## config.mk

```make
export PLATFORM = sky130hd
export DESIGN_NAME = gf180mcu_fd_sc_mcu7t5v0__spare_bank
export DESIGN_NICKNAME = d
export VERILOG_FILES = /design/src/rtl/gf180mcu_fd_sc_mcu7t5v0__spare_bank.sv
export SDC_FILE = /design/constraint.sdc
export NUM_CORES = 1
export LEC_CHECK = 0
export CAP_MARGIN = 20
export CORE_ASPECT_RATIO = 1.25
export CORE_UTILIZATION = 30
export DETAILED_ROUTE_END_ITERATION = 8
export GPL_ROUTABILITY_DRIVEN = 0
export MAX_ROUTING_LAYER = met4
export PLACE_DENSITY_LB_ADDON = 0.15
export SKIP_LAST_GASP = 1
export SYNTH_ARGS = -nofsm -noshare
export SYNTH_HDL_FRONTEND = slang
export SYNTH_SLANG_ARGS = --single-unit
```

## constraint.sdc

```tcl
create_clock -name CLK -period 3.25 [get_ports CLK]
set_input_delay 0.4875 -clock CLK [delete_from_list [all_inputs] [get_ports CLK]]
set_output_delay 0.4875 -clock CLK [all_outputs]
set_load 0.05 [all_outputs]
```

## src/rtl/gf180mcu_fd_sc_mcu7t5v0__spare_bank.sv

```systemverilog
// Spare/ECO register bank: WIDTH flops with hold/load/shift/rotate modes,
// a saturating load-activity counter and a registered parity of the bank.
module gf180mcu_fd_sc_mcu7t5v0__spare_bank #(
  parameter int unsigned       WIDTH   = 8,
  parameter int unsigned       CNT_W   = 4,
  parameter logic [WIDTH-1:0]  RST_VAL = '0
) (
`ifdef USE_POWER_PINS
  inout  wire              VDD,
  inout  wire              VSS,
`endif
  input  logic             CLK,
  input  logic             RST,
  input  logic [1:0]       MODE,
  input  logic [WIDTH-1:0] D,
  input  logic             SI,
  output logic [WIDTH-1:0] Q,
  output logic             SO,
  output logic             PAR,
  output logic [CNT_W-1:0] CNT
);

  typedef enum logic [1:0] {
    ModeHold   = 2'b00,
    ModeLoad   = 2'b01,
    ModeShift  = 2'b10,
    ModeRotate = 2'b11
  } mode_e;

  logic [WIDTH-1:0] q_q, q_d;
  logic [CNT_W-1:0] cnt_q, cnt_d;
  logic             par_q;

  always_comb begin
    q_d   = q_q;
    cnt_d = cnt_q;
    case (MODE)
      ModeHold: ;
      ModeLoad: begin
        q_d = D;
        if (cnt_q != {CNT_W{1'b1}}) cnt_d = cnt_q + CNT_W'(1);
      end
      ModeShift:  q_d = {q_q[WIDTH-2:0], SI};
      ModeRotate: q_d = {q_q[WIDTH-2:0], q_q[WIDTH-1]};
      // Unknown MODE must poison state rather than silently pick a branch.
      default: begin
        q_d   = 'x;
        cnt_d = 'x;
      end
    endcase
  end

  // Parity is taken from the next-state value so it never lags Q.
  always_ff @(posedge CLK) begin
    if (RST) begin
      q_q   <= RST_VAL;
      cnt_q <= '0;
      par_q <= ^RST_VAL;
    end else begin
      q_q   <= q_d;
      cnt_q <= cnt_d;
      par_q <= ^q_d;
    end
  end

  assign Q   = q_q;
  assign CNT = cnt_q;
  assign PAR = par_q;
  assign SO  = q_q[WIDTH-1];

endmodule

```

==> metrics.yaml <==
avgViaCountPerCell: 4.81
cp_max_fo: 3
drt.antenna.violating_nets: 0
initial_core_util_pct: 32.9
areaGrowthSynthToFinish_pct: 40.8
path_cells: "clkdlybuf4s50_1, mux2_1, mux2i_1, xor2_1, xnor2_1, mux2_1"
internal_power_mw: 0.282
grt_overflow: 0
synth.area.mux_share_pct: 18.2
fillers: 254
num_io_pins: 27
setup_violations: 0
relSlewSlack_pct: 65.2
synth_compound_area_share_pct: 8.50
grt_first_pass_wirelength_um: 2660
cts_max_level: 1
via_count: 683
multiInputGateArea_um2: 457
slowest_delay_ns: 0.52
reg2reg_slack_ns: 1.45
die_h_um: 57.9
endpoint_kind: "flip-flop"
drcViolationCount: 0
fin_crit_ns: 2.06
fmax_mhz: 485
path_class: "primary input to flip-flop"
routedWlPerCell_um: 10.8
top_usage_layer: "met2"
stdcell_count: 142
synth.area.top_cells: "dfxtp_1, mux2i_1, nor2_1, xor2_1, a21oi_1"
dpl.hpwl_um: 1200
numClockSinks: 13
synth_edf_count: 0
crit_top_cell: "mux2_1"
drtIter0Drc: 7
r2r-start: "Q[3]$_SDFF_PP0_"
synth_warnings: 0
cp_data_arrival_time_ns: 2.22
min_from: "CNT[1]$_SDFFE_PP0P_"
hold_viol: 0
r2r_cells: 5
register_area_um2: 260
ys.flop_type: "dfxtp_1"
required_ns: 3.41
synthArstFlopShare_pct: 0
grt_use_met3_pct: 4.67
firstDrtPassIters: 3
synth_area_um2: 751
synth_top_family_by_area: "multiplexers"
core_area_mm2: 0.00228
swShare_pct: 32.9
io_buffers: 26
clock_skew_ns: 0.00484
ir_drop_v: 0.000227
worstHoldPathType: "flip-flop to flip-flop"
post-route-period-util_pct: 63.4
r2r_end: "PAR$_SDFF_PP0_"
nets: 126
cp_slowest_cell: "clkdlybuf4s50_1"
cts_resized: 0
dp_cells: 138
layout-drive-gt1-share_pct: 6.31
cts_made_buffers: 3
core.rowCount: 19
synth_seq_area_share_pct: 34.7
die_area_mm2: 0.00271
grt_use_met2_pct: 23.8
grt_max_degree: 19
syn_area_per_cell_um2: 8.94
ys_top_cells_by_count: "nor2_1, dfxtp_1, a21oi_1, mux2i_1, xor2_1"
post_cts_buffers: 0
power_frac_comb_pct: 33.6
p_sw_mw: 0.139
netlist_instances: 84
cts.clk_slew.worst_paths_ns: 0.08
clk_latency_ns: 0.27
synth.distinct_cells: 24
cts_max_path_buffers: 2
cts_tree: "done"
worst_pin_slew_ns: 0.520
cp-endpoint: "PAR$_SDFF_PP0_"
synth_most_common_cell: "nor2_1"
power_frac_seq_pct: 42.5
synth-seq-cells: 13
first_global_vias: 646
synthSimpleGateAreaFrac_pct: 17.7
rsz0062_at_grt: "no"
cts_root_buf: "clkbuf_4"
synth_fa_ha_area_share_pct: 1.67
yosys.area.top_type_share_pct: 34.7
fin_tns_setup_ns: 0
slew_viol_final: 0
outcome: "finished clean"
synth_xor_area_share_pct: 14.8
cts_hold_buf: 0
antenna_found_initial: 0
power-per-cell-area_mw_per_mm2: 398
fp.dieW_um: 46.7
pwr-share-clk_pct: 23.9
grt_util_all_layers_pct: 13.7
power_leakage_nw: 0.426
yosysTopAreaCell: "dfxtp_1"
drv_cap: 0
wirelength_um: 1540
crit_start: "MODE[0]"
syn-num-nets: 98
startpoint_type: "primary input"
use_met1_pct: 14.7
antennaDiodeCount: 0
==> routing by layer <==
layer / wire [µm] / part of all wire, % / vias up
met1: 640 / 42 / 321
met3: 68 / 4.4 / 2
met2: 813 / 53 / 17
met5: 0 / 0 / -
met4: 14 / 0.91 / 0
li1: - / - / 343
==> layout make-up <==
type / instances / share of cell area (%)
multi-input cells: 66 / 43.2
flip-flops and latches: 13 / 24.6
well taps: 31 / 3.67
repair buffers: 28 / 26.0
clock buffers: 4 / 2.49
==> logic make-up (layout without fill, tap and decap cells) <==
group	Yosys count	count (layout)
AND/OR/NAND/NOR	30	30
flip-flops	13	13
AO/OA/AOI/OAI	12	12
multiplexers	12	12
XOR/XNOR	11	11
buffers and inverters	5	32
adder cells (fa/ha/maj)	1	1
==> state kept, by name, indices dropped and copies added, names as in the netlist <==
name  cells
Q         8
CNT       4
PAR       1
==> metrics by stage <==
step,power (mW),setup slack [ns],hold WS [ns],util [%],cell area (µm²)
after CTS,0.430,1.18,0.500,46.3,1060
after global routing,0.444,1.08,0.539,46.3,1060
after floorplan,0.279,1.20,0.559,-,751
after detailed placement,0.325,0.890,0.489,45.2,1030
after global placement,0.324,0.936,0.479,45.2,1030
final,0.421,1.19,0.496,46.3,1060
==> power groups by stage <==
stage / clock network [mW] / registers [mW] / logic [mW]
global route: 0.110 / 0.180 / 0.153
floorplan: 0 / 0.218 / 0.0617
finish: 0.101 / 0.179 / 0.141
global placement: 0 / 0.183 / 0.141
CTS: 0.107 / 0.179 / 0.143
detailed placement: 0 / 0.183 / 0.142
==> worst min path at each step <==
stage	end	slack, ns	cells after the start
3_5_place_dp	CNT[1]$_SDFFE_PP0P_	0.49	2
2_1_floorplan	Q[0]$_SDFF_PP0_	0.56	1
5_1_grt	CNT[1]$_SDFFE_PP0P_	0.54	2
6_report	CNT[1]$_SDFFE_PP0P_	0.50	2
4_1_cts	CNT[1]$_SDFFE_PP0P_	0.50	2
3_3_place_gp	CNT[1]$_SDFFE_PP0P_	0.48	2
==> worst max-delay path, delay by kind of cell <==
kind                      cells  cell delay, ns
buffers and inverters         1            0.52
xor gates and xnor gates      2            0.35
muxes                         3            0.87
==> cells in the final DEF (no fill, tap or decap), types with 2 or more instances in the layout <==
cell type	Yosys	final
nand2_1	4	4
mux2_1	3	3
o21ai_1	2	2
mux2i_1	8	8
xnor2_1	4	4
xor2_1	6	6
nand3_1	4	4
clkbuf_4	1	3
dfxtp_1	13	13
clkdlybuf4s50_1	0	26
buf_4	1	2
nor2_1	16	16
a21oi_1	8	8
nor2b_1	2	2
Note: power is estimated with default switching activity, not from simulation.
